$ cat config.mk
export PLATFORM = sky130hd
export DESIGN_NAME = instr_fetch_queue
export DESIGN_NICKNAME = d
export VERILOG_FILES = /design/src/rtl/fetch_defs.sv /design/src/rtl/fetch_slot_array.sv /design/src/rtl/instr_fetch_queue.sv
export SDC_FILE = /design/constraint.sdc
export NUM_CORES = 1
export LEC_CHECK = 0
export BUFFER_PORTS_ARGS = -buffer_cell sky130_fd_sc_hd__buf_4
export CELL_PAD_IN_SITES_DETAIL_PLACEMENT = 0
export CELL_PAD_IN_SITES_GLOBAL_PLACEMENT = 1
export CORE_ASPECT_RATIO = 0.8
export CORE_MARGIN = 2
export CORE_UTILIZATION = 47
export CTS_CLUSTER_DIAMETER = 80
export DETAILED_ROUTE_END_ITERATION = 16
export HOLD_SLACK_MARGIN = 0.02
export PLACE_DENSITY = 0.88
export SLEW_MARGIN = 20
export SYNTH_ARGS = -nofsm -noshare
export SYNTH_HDL_FRONTEND = slang
export SYNTH_SLANG_ARGS = --single-unit
$ cat constraint.sdc
create_clock -name clk_i -period 9.9 [get_ports clk_i]
set_input_delay 0 -clock clk_i [delete_from_list [all_inputs] [get_ports clk_i]]
set_output_delay 0 -clock clk_i [all_outputs]
set_load 0.1 [all_outputs]
$ cat src/rtl/fetch_defs.sv
// Shared widths and constants for the instruction fetch front end.
// Slot layout is common to the queue storage and the fetch control.
package fetch_defs;

    localparam int          XLEN             = 32;
    localparam logic [31:0] PC_STEP          = 32'd4;
    localparam logic [31:0] DEFAULT_RESET_PC = 32'h0000_0000;
    localparam int          DISCARD_W        = 8;

    typedef struct packed {
        logic            filled;
        logic [XLEN-1:0] pc;
        logic [XLEN-1:0] instr;
    } slot_t;

    function automatic logic [XLEN-1:0] align_pc(input logic [XLEN-1:0] pc);
        return {pc[XLEN-1:2], 2'b00};
    endfunction

endpackage

$ cat src/rtl/fetch_slot_array.sv
// In-order slot store: a slot is reserved at grant, filled at response, freed at pop.
// Zero-latency head read; no backpressure of its own, the caller checks alloc_cnt_o.
module fetch_slot_array
    import fetch_defs::*;
#(
    parameter int DEPTH = 4
) (
    input  logic                   clk_i,
    input  logic                   rst_i,
    input  logic                   flush_i,
    input  logic                   alloc_i,
    input  logic [XLEN-1:0]        alloc_pc_i,
    input  logic                   fill_i,
    input  logic [XLEN-1:0]        fill_instr_i,
    input  logic                   pop_i,
    output logic [$clog2(DEPTH):0] alloc_cnt_o,
    output logic [$clog2(DEPTH):0] pend_cnt_o,
    output logic                   head_filled_o,
    output logic [XLEN-1:0]        head_instr_o,
    output logic [XLEN-1:0]        head_pc_o
);

    localparam int PW = $clog2(DEPTH);
    localparam int CW = PW + 1;

    slot_t          slots [DEPTH];
    logic [PW-1:0]  alloc_ptr;
    logic [PW-1:0]  fill_ptr;
    logic [PW-1:0]  rd_ptr;
    logic [CW-1:0]  alloc_cnt;
    logic [CW-1:0]  pend_cnt;

    // alloc, fill and pop always target distinct slots, so their writes never collide
    always_ff @(posedge clk_i or posedge rst_i) begin
        if (rst_i) begin
            for (int i = 0; i < DEPTH; i++) begin
                slots[i] <= '0;
            end
            alloc_ptr <= '0;
            fill_ptr  <= '0;
            rd_ptr    <= '0;
            alloc_cnt <= '0;
            pend_cnt  <= '0;
        end else if (flush_i) begin
            for (int i = 0; i < DEPTH; i++) begin
                slots[i].filled <= 1'b0;
            end
            alloc_ptr <= '0;
            fill_ptr  <= '0;
            rd_ptr    <= '0;
            alloc_cnt <= '0;
            pend_cnt  <= '0;
        end else begin
            if (alloc_i) begin
                slots[alloc_ptr].pc     <= alloc_pc_i;
                slots[alloc_ptr].filled <= 1'b0;
                alloc_ptr               <= alloc_ptr + PW'(1);
            end
            if (fill_i) begin
                slots[fill_ptr].instr  <= fill_instr_i;
                slots[fill_ptr].filled <= 1'b1;
                fill_ptr               <= fill_ptr + PW'(1);
            end
            if (pop_i) begin
                slots[rd_ptr].filled <= 1'b0;
                rd_ptr               <= rd_ptr + PW'(1);
            end
            alloc_cnt <= alloc_cnt + CW'(alloc_i) - CW'(pop_i);
            pend_cnt  <= pend_cnt + CW'(alloc_i) - CW'(fill_i);
        end
    end

    assign alloc_cnt_o   = alloc_cnt;
    assign pend_cnt_o    = pend_cnt;
    assign head_filled_o = slots[rd_ptr].filled;
    assign head_instr_o  = slots[rd_ptr].instr;
    assign head_pc_o     = slots[rd_ptr].pc;

endmodule

$ cat src/rtl/instr_fetch_queue.sv
// Fetch PC owner, imem requester and in-order instruction queue; grant-to-valid is L+1 cycles.
// Requests stop when every slot is reserved; redirect flushes and drops in-flight responses.
module instr_fetch_queue
    import fetch_defs::*;
#(
    parameter int          DEPTH    = 4,
    parameter logic [31:0] RESET_PC = DEFAULT_RESET_PC
) (
    input  logic        clk_i,
    input  logic        rst_i,
    output logic        imem_req_o,
    output logic [31:0] imem_addr_o,
    input  logic        imem_gnt_i,
    input  logic        imem_rvalid_i,
    input  logic [31:0] imem_rdata_i,
    input  logic        redirect_i,
    input  logic [31:0] redirect_pc_i,
    output logic        instr_valid_o,
    output logic [31:0] instr_o,
    output logic [31:0] instr_pc_o,
    input  logic        instr_ready_i
);

    localparam int CW = $clog2(DEPTH) + 1;

    logic [XLEN-1:0]      fetch_pc;
    logic [DISCARD_W-1:0] discard_cnt;
    logic [CW-1:0]        alloc_cnt;
    logic [CW-1:0]        pend_cnt;
    logic                 head_filled;
    logic                 grant;
    logic                 dropping;
    logic                 fill;
    logic                 pop;

    assign imem_req_o    = (alloc_cnt < CW'(DEPTH)) & ~redirect_i & ~rst_i;
    assign imem_addr_o   = fetch_pc;
    assign grant         = imem_req_o & imem_gnt_i;
    assign dropping      = (discard_cnt != '0);
    assign fill          = imem_rvalid_i & ~dropping & ~redirect_i;
    assign instr_valid_o = head_filled & (alloc_cnt != '0);
    assign pop           = instr_valid_o & instr_ready_i & ~redirect_i;

    fetch_slot_array #(
        .DEPTH (DEPTH)
    ) u_slots (
        .clk_i         (clk_i),
        .rst_i         (rst_i),
        .flush_i       (redirect_i),
        .alloc_i       (grant),
        .alloc_pc_i    (fetch_pc),
        .fill_i        (fill),
        .fill_instr_i  (imem_rdata_i),
        .pop_i         (pop),
        .alloc_cnt_o   (alloc_cnt),
        .pend_cnt_o    (pend_cnt),
        .head_filled_o (head_filled),
        .head_instr_o  (instr_o),
        .head_pc_o     (instr_pc_o)
    );

    always_ff @(posedge clk_i or posedge rst_i) begin
        if (rst_i) begin
            fetch_pc <= RESET_PC;
        end else if (redirect_i) begin
            fetch_pc <= align_pc(redirect_pc_i);
        end else if (grant) begin
            fetch_pc <= fetch_pc + PC_STEP;
        end
    end

    // Every in-flight response is either still owed to a live slot or counted here;
    // on redirect the response arriving this cycle settles one of the orphaned slots.
    always_ff @(posedge clk_i or posedge rst_i) begin
        if (rst_i) begin
            discard_cnt <= '0;
        end else if (redirect_i) begin
            discard_cnt <= discard_cnt + DISCARD_W'(pend_cnt) - DISCARD_W'(imem_rvalid_i);
        end else if (imem_rvalid_i && dropping) begin
            discard_cnt <= discard_cnt - DISCARD_W'(1);
        end
    end

endmodule

# Word level (Yosys, flattened, before mapping)
# Cells that the tools add are included.
[op_classes]
addsub = 11
n_lt_le_gt_ge = 7
muxes = 39
n_bitwise = 14
reduce_logical = 10
[ops]
columns = ["cell", "count"]
rows = [
  ["$bwmux 260", 5],
  ["$mux 260", 5],
  ["$demux 65 s2", 5],
  ["$mux 65", 5],
  ["$bmux 65 s2", 1],
  ["$mux 32", 3],
  ["$mux 64", 1],
  ["$add 32x3->32 const B", 1],
  ["$mux 8", 2],
  ["$mux 2", 6],
  ["$ge 3x3->1 const B", 3],
  ["$lt 3x1->1 const B", 3],
  ["$not 2->3", 3],
  ["$add 8x3->8", 1],
  ["$and 1x1->1", 8],
  ["$reduce_bool 2->1", 4],
  ["$reduce_bool 8->1", 1],
  ["$sub 8x1->8", 1],
  ["$sub 8x1->8 const B", 1],
  ["$add 2x1->2 const B", 3],
  ["$add 3x1->3", 2],
  ["$mux 3", 2],
  ["$sub 3x1->3", 2],
  ["$logic_and 1x1->1", 4],
  ["4 further kinds", 9],
]
[word_totals]
ff_bits = 312
in_bits = 70
out_inout_bits = 98
elab_cells = 100

# Depth between registers and ports, before layout
# Gate-level depths: netlist of run 1.
[logic_depth]
depth_word = 16
mapped_depth = 13
mapped_depth_nobuf = 12

# Hierarchy
# A second synthesis of run 1 with hierarchy kept.
[unflattened]
hier_cells = 1030
hier_area_um2 = 14956.8
[modules_own_cells]
columns = ["mod", "n_inst", "cells_each", "area_per_inst_um2", "seq_area_each_um2"]
rows = [
  ["fetch_slot_array", 1, 708, 12132.9, 6806.5],
  ["instr_fetch_queue", 1, 322, 2824.0, 950.9],
]

# Worst setup path after synthesis of run 1
# No wires, ideal clock.
[synth_path]
path_type = "register to register"
start = "reg u_slots.rd_ptr[0]"
end = "reg u_slots.rd_ptr[0]"
setup_ns = 0.132
arrival_ns = 2.781
t_required_ns = 9.768
slack_ns = 6.988
path_stages_with_launch = 7
path_buffers = 1
period_less_slack_ns = 2.912
cell_sequence = "dfrtp_1 > buf_4 > mux4_2 > nor2b_1 > nand2_1 > xnor2_1 > nor2_1"
[synth_between]
elab_chain_cells = 8
elab_cells_between_ends = 11
cone_classes = "add/sub (1); mux (5); bitwise (4); reduce/logical (1)"
[synth_rtl]
columns = ["item", "line_no", "source"]
rows = [
  ["start, declared", "fetch_slot_array.sv:29", "logic [PW-1:0] rd_ptr;"],
  ["start signal, assigned", "fetch_slot_array.sv:66", "rd_ptr <= rd_ptr + PW'(1);"],
  ["$not 2->3 (not written as such)", "fetch_slot_array.sv:75", "assign head_filled_o = slots[rd_ptr].filled;"],
  ["$bmux 65 s2", "fetch_slot_array.sv:75", ""],
  ["$mux 65 (not written as such) (2 in a row)", "fetch_slot_array.sv:75", ""],
  ["$and 1x1->1", "instr_fetch_queue.sv:41", "assign instr_valid_o = head_filled & (alloc_cnt != '0);"],
  ["named net instr_valid_o", "instr_fetch_queue.sv:18", "output logic instr_valid_o,"],
  ["$and 1x1->1 (2 in a row)", "instr_fetch_queue.sv:42", "assign pop = instr_valid_o & instr_ready_i & ~redirect_i;"],
  ["$reduce_bool 2->1 (no source line)", "--", ""],
]
# The timed path passes the listed nets, and every way through them passes these cells. The select of a mux whose other input is x is not followed.
# A chain may end at the register's enable or synchronous reset.

# Worst setup path after layout of run 1
[layout_path]
start = "reg u_slots.rd_ptr[0]"
end = "reg u_slots.alloc_cnt[2], in the netlist u_slots.alloc_cnt_o[2]"
[layout_between]
elab_chain_cells = 9
[layout_rtl]
columns = ["item", "line_no", "source"]
rows = [
  ["$not 2->3 (not written as such)", "fetch_slot_array.sv:75", ""],
  ["$bmux 65 s2", "fetch_slot_array.sv:75", ""],
  ["$mux 65 (not written as such) (2 in a row)", "fetch_slot_array.sv:75", ""],
  ["$and 1x1->1", "instr_fetch_queue.sv:41", ""],
  ["$and 1x1->1 (2 in a row)", "instr_fetch_queue.sv:42", ""],
  ["$sub 3x1->3", "fetch_slot_array.sv:68", "alloc_cnt <= alloc_cnt + CW'(alloc_i) - CW'(pop_i);"],
  ["$mux 3", "fetch_slot_array.sv:44", "end else if (flush_i) begin"],
  ["end signal, assigned", "fetch_slot_array.sv:68", ""],
  ["end, declared", "fetch_slot_array.sv:30", "logic [CW-1:0] alloc_cnt;"],
]
# No other way between the ends. The select of a mux whose other input is x is not followed.

==> results.txt, run 1 <==
----------------------------------------------------
[Synthesis]
  Count of different cell masters after synthesis ... ~60
  Synth async-reset ratio ... 100%
  Number of enable-type register cells in the synthesized netlist ... 0
  Flops & latches, synth ... 302
  Average cell area after synthesis ... roughly 14 sq um
  Largest area contributor in the netlist ... sky130_fd_sc_hd__dfrtp_1
  Total standard cell area after synthesis ... 14,300 sq um
  Area share of the largest cell type after synthesis ... between 50% and 60%
  Ys flop type ... sky130_fd_sc_hd__dfrtp_1
  Sequential fraction of the synthesis area ... 52.8%
  Yosys warning total ... 0
  Instance count of the mapped netlist ... 1,022
  Largest cells by area after synthesis ... sky130_fd_sc_hd__dfrtp_1, sky130_fd_sc_hd__mux2_2, sky130_fd_sc_hd__mux4_2, sky130_fd_sc_hd__ha_1, sky130_fd_sc_hd__xnor2_1

[Final layout]
  Nets ... 1,329
  Area of combinational cells with multiple inputs ... 6290 sq um
  Fillers ... ~2,400
  Area taken by flip-flops and latches ... approximately 7600 sq um
  Layout area overhead ... 22.0%
  Number of non-filler instances in the completed layout ... around 1,700
  Layout cell share with drive strength beyond 1 ... between 40% and 50%
  Fraction of the core area covered by cells at the end of the flow ... 57.9%

[Timing]
  Final period util ... roughly 32%
  Number of setup violations in the final report ... 0
  Fmax achieved ... 313 MHz
  Least-Margin Pin Slew ... between 1 and 1.5 ns
  Sum Neg Setup Slack ... 0 ns
  Final Hold Slack ... 0.0258 ns
  Total count of max-transition violations in the final report ... 0
  Tightest slew margin relative to the limit ... 23.3%
  Final critical-path required period ... 3.19 ns
  Hold Violations, Final ... 0
  Worst Clk Skew ... 0.0218 ns
  Unrepaired setup endpoints after global routing ... false

[Drt]
  Detailed route wirelength on metal3 ... 1780 um
  DR vias ... ~9,000
  DRT antenna net count ... 0
  Post-detailed-route wirelength per cell ... 19.3 um
  Wire length on met2 ... 14,900 um
  Number of design-rule violations left by the first detailed-router iteration ... about 490
  Number of optimization iterations in the first detailed-route pass ... 4
  Uppermost layer routed ... met4
  Routed wire length ... 32,000 um
  Drc violations ... 0
  Met1 WL ... around 15,000 um
  Post-detailed-route via-to-cell ratio ... 5.41

[Min path]
  Instance count along the most critical hold path ... 3
  Source of the worst hold timing path ... redirect_i
  Type of the most critical hold path ... in -> reg
  Endpoint of the worst hold path ... imem_addr_o[5]

[Clock network]
  Buffer levels on the longest clock path ... 3
  Resized Gates After CTS ... 0
  Clock-pin slew of the registers on the worst-case setup and hold paths ... 0.06 ns
  Number of sinks driven by the clock tree ... around 300
  Cell at the root of the clock tree ... sky130_fd_sc_hd__clkbuf_16
  CTS tree ... yes
  Insertion delay of the later-clocked pin in the worst-skew pair ... 0.58 ns
  Max H-tree Level ... 1
  Clock buffers created by TritonCTS ... 31

[Placed design]
  Number of instances in the placed design ... 1,537
  Placer congestion estimate ... 0.752
  Total of buffers placed on input and output ports ... 161
  Placed wire-length estimate after detailed placement ... about 20,000 um

[Floorplan]
  Initial core utilization ... 47.5%
  Num rows ... 57
  Area of the core region ... around 30,000 sq um
  Full die area ... 31,900 sq um
  Number of top-level design ports ... 168
  Overall die width ... 199 um
  Y dimension of the die ... 160 um

[Worst setup path]
  Peak fanout along the critical path ... 18
  Critical path start-end classification ... reg -> reg
  Flop2flop setup slack ... 6.71 ns
  FF-to-FF End ... u_slots.alloc_cnt_o[2]
  Required time reported for the critical path endpoint ... 10.33 ns
  FF-to-FF path depth ... 9
  Critical path data arrival time ... between 3 and 4 ns
  CP Launch Type ... register
  Element type at the critical path end ... register
  Launching point of the worst reg2reg path ... u_slots.rd_ptr[0]

[Global routing]
  Antenna violations before repair ... 2
  Global-route total usage across every layer ... between 20% and 30%
  Global-route congestion overflow total ... 0
  Largest net degree at the start of global routing ... approximately 180
  Number of global-route vias before repair ... 9,453
  First-pass GRT wire length ... 52,000 um

[Pwr]
  Power per cell area ... 232 nW/um^2
  Leakage power ... about 8.4 nW
  Maximum vdd ir drop ... 0.178 mV

[Job]
  Maxcap violations ... 0

[Run status]
  Outcome ... finished, final reports clean

----------------------------------------------------
==> through the flow <==
step | setup WS (ns) | total power, W | area, sq um
finish | 6.71 | 0.00405 | 17500
detailed placement | 6.71 | 0.00285 | 15800
global route | 6.46 | 0.00424 | 17500
floorplan | 1.55 | 0.00257 | 14300
CTS | 6.71 | 0.00409 | 17500
global placement | 6.78 | 0.00282 | 15800
==> synth_stat cells (4+ instances only) <==
cell	number
sky130_fd_sc_hd__nand2_4	4
sky130_fd_sc_hd__nand2_1	58
sky130_fd_sc_hd__inv_1	37
sky130_fd_sc_hd__nand3_1	21
sky130_fd_sc_hd__buf_1	6
sky130_fd_sc_hd__nand2_2	4
sky130_fd_sc_hd__dfrtp_1	302
sky130_fd_sc_hd__a22oi_1	4
sky130_fd_sc_hd__mux2_1	5
sky130_fd_sc_hd__clkbuf_1	17
sky130_fd_sc_hd__mux4_2	63
sky130_fd_sc_hd__ha_1	34
sky130_fd_sc_hd__xor2_1	11
sky130_fd_sc_hd__nor3_1	8
sky130_fd_sc_hd__nand4_1	6
sky130_fd_sc_hd__and3_1	7
sky130_fd_sc_hd__buf_4	17
sky130_fd_sc_hd__and2_1	4
sky130_fd_sc_hd__nor2_1	18
sky130_fd_sc_hd__o21ai_0	44
sky130_fd_sc_hd__mux2i_1	7
sky130_fd_sc_hd__mux2_2	231
sky130_fd_sc_hd__nor2b_1	8
sky130_fd_sc_hd__xnor2_1	28
sky130_fd_sc_hd__buf_2	22
==> cell type report <==
cell class | instances | share of cell area, %
Sequential cell | 302 | 43.3
Multi-Input combinational cell | 620 | 36.0
Timing Repair Buffer | 229 | 10.8
Clock buffer | 44 | 5.18
Tap cell | 413 | 2.96
Clock inverter | 12 | 0.881
Inverter | 38 | 0.859
Antenna cell | 2 | 0.0286
==> how the worst max path moves through the flow <==
stage                      startpoint                     end  slack, ns  cells after the start
global route        u_slots.rd_ptr[0]  u_slots.alloc_cnt_o[2]       6.46                      9
floorplan                       rst_i          discard_cnt[0]       1.55                      1
detailed placement  u_slots.rd_ptr[0]  u_slots.alloc_cnt_o[2]       6.71                      9
CTS                 u_slots.rd_ptr[0]          instr_pc_o[29]       6.71                      3
global placement    u_slots.rd_ptr[0]  u_slots.alloc_cnt_o[2]       6.78                      9
finish              u_slots.rd_ptr[0]  u_slots.alloc_cnt_o[2]       6.71                      9
==> per-layer routing <==
| layer | vias up | track usage, % |
|---|---|---|
| li1 | 4080 | - |
| met1 | 4674 | 29.3 |
| met2 | 190 | 32.7 |
| met3 | 43 | 4.71 |
| met4 | 0 | 4.21 |
| met5 | - | 0 |
==> logic make-up (layout without fill, tap and decap cells) <==
kind of cell	after synthesis	count (layout)	share of synthesized area (%)
other	1	6	0.0262
and+or+nand+nor	163	163	6.15
buffers and inverters	103	323	3.41
xor gates and xnor gates	39	39	2.39
adders and majority gates	37	37	3.39
AOI/OAI and AO/OA	71	71	2.91
DFF	302	302	52.8
muxes	306	306	29.0
==> what timing repair did <==
item	in CTS	in global routing
endpoints found under the hold margin	287	0
hold buffers	65	0
buffers inserted	0	0
==> power by group <==
group	total, W	switching [W]	internal (W)
Combinational	0.00135	0.000919	0.000434
Clock	0.00121	0.000493	0.000714
Sequential	0.00149	0.000103	0.00139
Total	0.00405	0.00151	0.00254
==> sequential cells by signal (all words and copies together), names as in the netlist <==
signal / count
discard_cnt: 8
imem_addr_o: 30
u_slots.alloc_cnt_o: 3
u_slots.alloc_ptr: 2
u_slots.fill_ptr: 2
u_slots.pend_cnt_o: 3
u_slots.rd_ptr: 2
u_slots.slots: 252
==> worst max-delay path, cell delays in order (launching register included) <==
cell,delay (ns)
sky130_fd_sc_hd__dfrtp_4,0.64
sky130_fd_sc_hd__mux4_2,0.40
sky130_fd_sc_hd__nor4bb_1,0.82
sky130_fd_sc_hd__ha_1,0.38
sky130_fd_sc_hd__inv_1,0.06
sky130_fd_sc_hd__ha_1,0.13
sky130_fd_sc_hd__inv_1,0.04
sky130_fd_sc_hd__fa_1,0.37
sky130_fd_sc_hd__xnor2_1,0.18
sky130_fd_sc_hd__nor2_1,0.05
==> cell usage in the layout (no fill, tap or decap), types with 21 or more instances in the layout <==
| cell type | count |
|---|---|
| sky130_fd_sc_hd__inv_1 | 36 |
| sky130_fd_sc_hd__nand2_1 | 58 |
| sky130_fd_sc_hd__dfrtp_1 | 300 |
| sky130_fd_sc_hd__buf_4 | 163 |
| sky130_fd_sc_hd__mux4_2 | 63 |
| sky130_fd_sc_hd__xnor2_1 | 28 |
| sky130_fd_sc_hd__o21ai_0 | 44 |
| sky130_fd_sc_hd__dlygate4sd3_1 | 65 |
| sky130_fd_sc_hd__clkbuf_16 | 31 |
| sky130_fd_sc_hd__mux2_2 | 231 |
| sky130_fd_sc_hd__ha_1 | 34 |
| sky130_fd_sc_hd__nand3_1 | 21 |
Note: power is estimated with default switching activity, not from simulation.
==> inputs of run 2 (changes only) <==
--- a/config.mk
+++ b/config.mk
@@ -10,11 +10,11 @@
 export CELL_PAD_IN_SITES_GLOBAL_PLACEMENT = 1
 export CORE_ASPECT_RATIO = 0.8
 export CORE_MARGIN = 2
-export CORE_UTILIZATION = 47
+export CORE_UTILIZATION = 44
 export CTS_CLUSTER_DIAMETER = 80
 export DETAILED_ROUTE_END_ITERATION = 16
 export HOLD_SLACK_MARGIN = 0.02
-export PLACE_DENSITY = 0.88
+export PLACE_DENSITY = 0.87
 export SLEW_MARGIN = 20
 export SYNTH_ARGS = -nofsm -noshare
 export SYNTH_HDL_FRONTEND = slang
==> constraint.sdc (replaced) <==
create_clock -name clk_i -period 2.8 [get_ports clk_i]
set_input_delay 0 -clock clk_i [delete_from_list [all_inputs] [get_ports clk_i]]
set_output_delay 0 -clock clk_i [all_outputs]
set_load 0.1 [all_outputs]
==> run 2 against run 1 <==
  * Clock skew down 0.011 ns
  * Register-to-register slack worse by 6.6 ns
  * Global-route usage down 0.67 points
  * Design area up 2.9%
  * Highest routed layer unchanged
  * Routed wire length up 3.9%
==> results.txt, run 2 (synthesis results as in run 1) <==
----------------------------------------------------
[Timing]
  Number of setup violations in the final report ... 0 (unchanged)
  Final period util ... 95.1% (+63 points)
  Final critical-path required period ... 2.66 ns (-0.530 ns)
  Tightest slew margin relative to the limit ... 61.1% (+38 points)
  Total count of max-transition violations in the final report ... 0 (unchanged)
  Worst Clk Skew ... 0.0113 ns (-0.0105 ns)
  Fmax achieved ... 375 MHz (+20%)
  Unrepaired setup endpoints after global routing ... false
  Least-Margin Pin Slew ... 0.582 ns (-0.568 ns)
  Hold Violations, Final ... 0 (unchanged)

[Floorplan]
  Y dimension of the die ... 165 um (+3.3%)
  Overall die width ... 206 um (+3.3%)
  Area of the core region ... 32,300 sq um (+6.9%)
  Full die area ... 34,000 sq um (+6.7%)
  Num rows ... 59 (+3.5%)
  Number of top-level design ports ... 168 (unchanged)
  Initial core utilization ... 44.4% (-3.1 points)

[Final layout]
  Most frequent cells in the layout ... sky130_fd_sc_hd__dfrtp_1, sky130_fd_sc_hd__mux2_2, sky130_fd_sc_hd__buf_4, sky130_fd_sc_hd__dlygate4sd3_1, sky130_fd_sc_hd__mux4_2
  Design area ... 18,000 sq um (+2.9%)
  Area of combinational cells with multiple inputs ... 6310 sq um (+0.44%)
  Reg with most FFs ... u_slots.slots
  Fraction of the core area covered by cells at the end of the flow ... 55.8% (-2.2 points)
  Most common cell after layout, fill and taps aside ... sky130_fd_sc_hd__dfrtp_1
  Max reg flops ... 252 (unchanged)
  Layout cell share with drive strength beyond 1 ... 42.8% (+0.29 points)
  Area taken by flip-flops and latches ... 7560 sq um (unchanged)
  Nets ... 1,371 (+3.2%)
  Fillers ... 2,620 (+9.3%)
  Layout area overhead ... 25.6%

[Clock network]
  Buffer levels on the longest clock path ... 3 (unchanged)
  Clock-pin slew of the registers on the worst-case setup and hold paths ... 0.07 ns (about the same)
  Insertion delay of the later-clocked pin in the worst-skew pair ... 0.56 ns (-0.02 ns)
  CTS tree ... yes
  Clock buffers created by TritonCTS ... 31 (unchanged)
  Number of sinks driven by the clock tree ... 302 (unchanged)
  Cell at the root of the clock tree ... sky130_fd_sc_hd__clkbuf_16
  Max H-tree Level ... 1 (unchanged)
  Number of setup buffers added after CTS ... 0 (unchanged)

[Drt]
  Post-detailed-route wirelength per cell ... 19.3 um (+0.47%)
  Post-detailed-route via-to-cell ratio ... 5.34 (-1.4%)
  DRT antenna net count ... 0 (unchanged)
  Drc violations ... 0 (unchanged)
  Number of optimization iterations in the first detailed-route pass ... 4 (unchanged)
  Routed wire length ... 33,200 um (+3.9%)
  DR vias ... 9,162 (+1.9%)
  Number of design-rule violations left by the first detailed-router iteration ... 426 (-13%)

[Worst setup path]
  Peak fanout along the critical path ... 5 (-13)
  CP Launch Type ... register
  Flop2flop setup slack ... 0.14 ns (-6.57 ns)
  Required time reported for the critical path endpoint ... 3.23 ns (-7.10 ns)
  Critical path data arrival time ... 3.10 ns (-0.53 ns)
  Critical path start-end classification ... reg -> reg
  FF-to-FF End ... u_slots.alloc_cnt_o[2]
  Launching point of the worst reg2reg path ... u_slots.rd_ptr[0]
  FF-to-FF path depth ... 9 (unchanged)
  Element type at the critical path end ... register

[Pwr]
  Leakage power ... 8.63 nW (+2.6%)
  Net Sw Frac ... 36.7% (-0.63 points)
  Power share of the clock group ... 30.6% (+0.8 points)
  Flop pwr share ... 36.2% (-0.6 points)
  Power per cell area ... 812 nW/um^2 (+250%)
  Internal cell power ... 0.00924 W (+260%)
  PnR Total Power ... 0.0146 W (+260%)
  Combinational power share ... 33.1% (-0.3 points)
  Maximum vdd ir drop ... 0.594 mV (+230%)
  Total net switching power ... 0.00536 W (+250%)

[Global routing]
  Largest net degree at the start of global routing ... 88 (-52%)
  Global-route congestion overflow total ... 0 (unchanged)
  Antenna violations before repair ... 1 (-1)
  Number of global-route vias before repair ... 9,620 (+1.8%)
  First-pass GRT wire length ... 52,800 um (+1.4%)
  Global-route total usage across every layer ... 20.0% (-0.67 points)

[Placed design]
  Placed wire-length estimate after detailed placement ... 21,100 um (+8.1%)
  Total of buffers placed on input and output ports ... 161 (unchanged)
  Placer congestion estimate ... 0.787 (+4.7%)
  Post-detailed-placement cell area ... 15,900 sq um (+1.0%)

[Job]
  Maxcap violations ... 0 (unchanged)

[Run status]
  Outcome ... finished, final reports clean

[Min path]
  Type of the most critical hold path ... in -> async

----------------------------------------------------
## run 2: layer usage
layer	track usage, %	vias up	part of all wire (%)
li1	-	4155	-
met1	27.6	4736	45
met2	32.0	207	47
met3	4.10	64	5.2
met4	5.79	0	2.6
met5	0	-	0
## run 2: power by group through the flow
stage	Sequential [W]	Clock, W	Combinational [W]
final	0.00529	0.00448	0.00484
after global routing	0.00537	0.00477	0.00512
after CTS	0.00529	0.00458	0.00486
after detailed placement	0.00536	0	0.00473
after global placement	0.00533	0	0.00467
after floorplan	0.00551	0	0.00358
## run 2: area by class of cell
| cell class | count | share of cell area, % |
|---|---|---|
| flip-flops and latches | 302 | 42.1 |
| multi-input cells | 620 | 35.1 |
| clock buffers | 38 | 4.63 |
| repair buffers | 271 | 12.9 |
| diodes | 1 | 0.0139 |
| inverters | 38 | 0.814 |
| well taps | 427 | 2.97 |
| clock inverters | 19 | 1.52 |
## run 2: how the worst max path moves through the flow
stage	startpoint	to	slack, ns	cells after the start
final	u_slots.rd_ptr[0]	u_slots.alloc_cnt_o[2]	0.14	9
after global routing	u_slots.rd_ptr[0]	u_slots.alloc_cnt_o[2]	0.0008	9
after CTS	u_slots.rd_ptr[0]	instr_pc_o[13]	0.03	4
after detailed placement	u_slots.rd_ptr[0]	u_slots.alloc_cnt_o[2]	-0.04	9
after global placement	u_slots.rd_ptr[0]	u_slots.alloc_cnt_o[2]	0.02	9
after floorplan	rst_i	discard_cnt[0]	-1.22	1
## run 2: what timing repair did
action | 4_1_cts | 5_1_grt
resized for setup | 5 | 6
setup endpoints to repair | 41 | 24
hold buffers | 91 | 0
pin swaps | 0 | 0
hold endpoints to repair | 438 | 0
## run 2: critical path: stages, from the launching register on
cell and delay, ns:
sky130_fd_sc_hd__dfrtp_4 0.48, sky130_fd_sc_hd__mux4_2 0.34, sky130_fd_sc_hd__nor4bb_2 0.55, sky130_fd_sc_hd__ha_1 0.34
sky130_fd_sc_hd__inv_1 0.05, sky130_fd_sc_hd__ha_1 0.14, sky130_fd_sc_hd__inv_1 0.05, sky130_fd_sc_hd__fa_1 0.37
sky130_fd_sc_hd__xnor2_1 0.17, sky130_fd_sc_hd__nor2_1 0.05
## run 2: per-stage QoR
step / setup slack (ns) / std cells / TNS, ns / hold slack (ns)
floorplan: -1.22 / 1025 / -366.94 / 0.120
global placement: 0.0240 / 1567 / 0 / 0.0835
detailed placement: -0.0442 / 1567 / -0.0442 / 0.0903
CTS: 0.0287 / 1715 / 0 / 0.0413
global route: 0.000755 / 1715 / 0 / 0.0763
finish: 0.136 / 1716 / 0 / 0.0728
==> inputs of run 3 (changes only) <==
--- a/config.mk
+++ b/config.mk
@@ -8,10 +8,11 @@
 export BUFFER_PORTS_ARGS = -buffer_cell sky130_fd_sc_hd__buf_4
 export CELL_PAD_IN_SITES_DETAIL_PLACEMENT = 0
 export CELL_PAD_IN_SITES_GLOBAL_PLACEMENT = 1
-export CORE_ASPECT_RATIO = 0.8
-export CORE_MARGIN = 2
+export CORE_ASPECT_RATIO = 2
+export CORE_MARGIN = 4
 export CORE_UTILIZATION = 44
 export CTS_CLUSTER_DIAMETER = 80
+export CTS_CLUSTER_SIZE = 8
 export DETAILED_ROUTE_END_ITERATION = 16
 export HOLD_SLACK_MARGIN = 0.02
 export PLACE_DENSITY = 0.87
==> run 3 against run 2 <==
  * Sequential share of layout area is 0.42 points higher
  * Cell count is 2.0% lower
  * Largest cell class unchanged
  * Critical endpoint unchanged
  * Global-route usage is 0.76 points lower
  * Design area is 0.99% lower
  * Highest routed layer unchanged
  * Critical path type unchanged
==> results.txt, run 3 (synthesis results as in run 1) <==
----------------------------------------------------
[Run status]
  Outcome ... finished, final reports clean

[Pwr]
  Combinational power share ... 32.8% (-0.3 points)
  Net Sw Frac ... 36.8% (+0.11 points)
  PnR Total Power ... 0.0148 W (+1.1%)
  Power per cell area ... 829 nW/um^2 (+2.1%)
  Leakage power ... 8.58 nW (-0.68%)
  Total net switching power ... 0.00544 W (+1.4%)
  Internal cell power ... 0.00933 W (+0.94%)
  Flop pwr share ... 35.8% (-0.4 points)
  Power share of the clock group ... 31.4% (+0.8 points)
  Maximum vdd ir drop ... 0.488 mV (-18%)

[Clock network]
  Number of setup buffers added after CTS ... 0 (unchanged)
  Number of sinks driven by the clock tree ... 302 (unchanged)
  Max H-tree Level ... 2 (+1)
  Buffer levels on the longest clock path ... 3 (unchanged)
  Cell at the root of the clock tree ... sky130_fd_sc_hd__clkbuf_16
  Clock-pin slew of the registers on the worst-case setup and hold paths ... 0.05 ns (-0.02 ns)
  Clock buffers created by TritonCTS ... 43 (+39%)
  Insertion delay of the later-clocked pin in the worst-skew pair ... 0.54 ns (-0.02 ns)
  CTS tree ... yes

[Floorplan]
  Overall die width ... 136 um (-34%)
  Y dimension of the die ... 263 um (+59%)
  Number of top-level design ports ... 168 (unchanged)
  Initial core utilization ... 44.4% (about the same)
  Num rows ... 93 (+58%)
  Full die area ... 35,700 sq um (+4.9%)
  Area of the core region ... 32,200 sq um (about the same)

[Final layout]
  Reg with most FFs ... u_slots.slots
  Most frequent cells in the layout ... sky130_fd_sc_hd__dfrtp_1, sky130_fd_sc_hd__mux2_2, sky130_fd_sc_hd__buf_4, sky130_fd_sc_hd__dlygate4sd3_1, sky130_fd_sc_hd__mux4_2
  Max reg flops ... 252 (unchanged)
  Design area ... 17,800 sq um (-0.99%)
  Layout cell share with drive strength beyond 1 ... 43.1% (+0.28 points)
  Antenna cells ... 0 (-1)
  Most common cell after layout, fill and taps aside ... sky130_fd_sc_hd__dfrtp_1
  Nets ... 1,357 (-1.0%)
  Fillers ... 2,587 (-1.3%)
  Layout area overhead ... 24.4%

[Timing]
  Final period util ... 94.9% (-0.22 points)
  Total count of max-transition violations in the final report ... 0 (unchanged)
  Tightest slew margin relative to the limit ... 52.8% (-8.4 points)
  Fmax achieved ... 376 MHz (+0.23%)
  Final critical-path required period ... 2.66 ns (-0.00607 ns)
  Unrepaired setup endpoints after global routing ... false
  Number of setup violations in the final report ... 0 (unchanged)
  Least-Margin Pin Slew ... 0.707 ns (+0.124 ns)
  Hold Violations, Final ... 0 (unchanged)
  Worst Clk Skew ... 0.0142 ns (+0.00290 ns)

[Global routing]
  Global-route total usage across every layer ... 19.2% (-0.76 points)
  Global-route met2 utilization ... 35.1% (+3.1 points)
  Busiest grt layer ... met2
  Global-route congestion overflow total ... 0 (unchanged)
  Antenna violations before repair ... 0 (-1)
  GR Layer Usage met1 ... 21.5% (-6.1 points)
  Global Route met3 Usage ... 2.93% (-1.2 points)
  First-pass GRT wire length ... 54,400 um (+3.0%)
  Number of global-route vias before repair ... 10,300 (+7.0%)
  Largest net degree at the start of global routing ... 83 (-5.7%)

[Drt]
  Post-detailed-route wirelength per cell ... 19.8 um (+2.4%)
  DR vias ... 9,090 (-0.79%)
  Drc violations ... 0 (unchanged)
  DRT antenna net count ... 0 (unchanged)
  Number of design-rule violations left by the first detailed-router iteration ... 404 (-5.2%)
  Routed wire length ... 33,300 um (+0.31%)
  Post-detailed-route via-to-cell ratio ... 5.41 (+1.3%)
  Number of optimization iterations in the first detailed-route pass ... 4 (unchanged)

[Placed design]
  Placer congestion estimate ... 0.811 (+3.0%)
  Placed wire-length estimate after detailed placement ... 21,800 um (+3.2%)
  Post-detailed-placement cell area ... 16,000 sq um (+0.22%)
  Total of buffers placed on input and output ports ... 161 (unchanged)

[Worst setup path]
  Cell Chain, Critical Path ... mux4_2 > nor4bb_1 > ha_1 > inv_1 > ha_1 > inv_1 > fa_1 > xnor2_1 > nor2_1
  Cell at the slowest stage of the critical path ... sky130_fd_sc_hd__dfrtp_4
  Peak fanout along the critical path ... 2 (-3)
  Element type at the critical path end ... register
  CP Launch Type ... register
  Critical path data arrival time ... 3.05 ns (-0.05 ns)
  Critical path start-end classification ... reg -> reg
  Largest stage delay on the critical path ... 0.49 ns (-0.06 ns)
  Required time reported for the critical path endpoint ... 3.20 ns (-0.03 ns)

[Min path]
  Type of the most critical hold path ... in -> reg

[Job]
  Maxcap violations ... 0 (unchanged)

----------------------------------------------------
## run 3: final cells by class
class / count / area, sq um / area share (%)
sequential: 302 / 7560 / 42.5
multi-input combinational: 620 / 6300 / 35.4
timing repair buffer: 245 / 2100 / 11.8
clock buffer: 48 / 1150 / 6.44
tap: 427 / 534 / 3.00
inverter: 38 / 146 / 0.822
clock inverter: 1 / 20.0 / 0.112
## run 3: repair_timing
item,4_1_cts,5_1_grt
gates cloned,0,0
gates resized for setup,1,3
hold buffers,67,0
setup endpoints to repair,10,6
endpoints found under the hold margin,198,0
## run 3: worst max-delay path: cells and delay by family, from the launching register on
family	cells	cell delay [ns]
xor+xnor	1	0.19
fa+ha+maj	3	0.85
buf+inv	2	0.11
flops	1	0.49
mux	1	0.36
simple gates	2	0.52
## run 3: through the flow
stage	util, %	setup TNS, ns	hold slack [ns]	setup slack, ns	cells
finish	55.3	0	0.0905	0.142	1681
global route	55.3	0	0.129	0.0129	1681
CTS	55.2	0	0.0645	0.0402	1681
detailed placement	49.5	0	0.174	0.179	1565
global placement	49.5	0	0.163	0.360	1565
floorplan	-	-366.94	0.120	-1.22	1025
## run 3: metal layers
layer	vias to the layer above	wire, um
met4	0	1510
met5	-	0
met1	4698	12400
met2	204	18100
met3	79	1320
li1	4109	-
## run 3: worst paths after layout
kind                       cells after the start  slack, ns                     end               start
hold reg to reg                                2       0.47      u_slots.slots[124]  u_slots.slots[124]
min in group asynchronous                      3       0.16          imem_addr_o[3]               rst_i
setup reg to reg                               9       0.14  u_slots.alloc_cnt_o[2]   u_slots.rd_ptr[0]
max in group asynchronous                      4       1.79       u_slots.slots[93]               rst_i
hold / removal                                 4       0.09          discard_cnt[0]       imem_rvalid_i
setup / recovery                               9       0.14  u_slots.alloc_cnt_o[2]   u_slots.rd_ptr[0]
## run 3: power by group through the flow
| stage | registers, W | logic [W] | clock network (W) |
|---|---|---|---|
| after floorplan | 0.00551 | 0.00358 | 0 |
| after global routing | 0.00535 | 0.00514 | 0.00496 |
| after global placement | 0.00531 | 0.00473 | 0 |
| final | 0.00529 | 0.00484 | 0.00464 |
| after detailed placement | 0.00536 | 0.00479 | 0 |
| after CTS | 0.00529 | 0.00488 | 0.00478 |
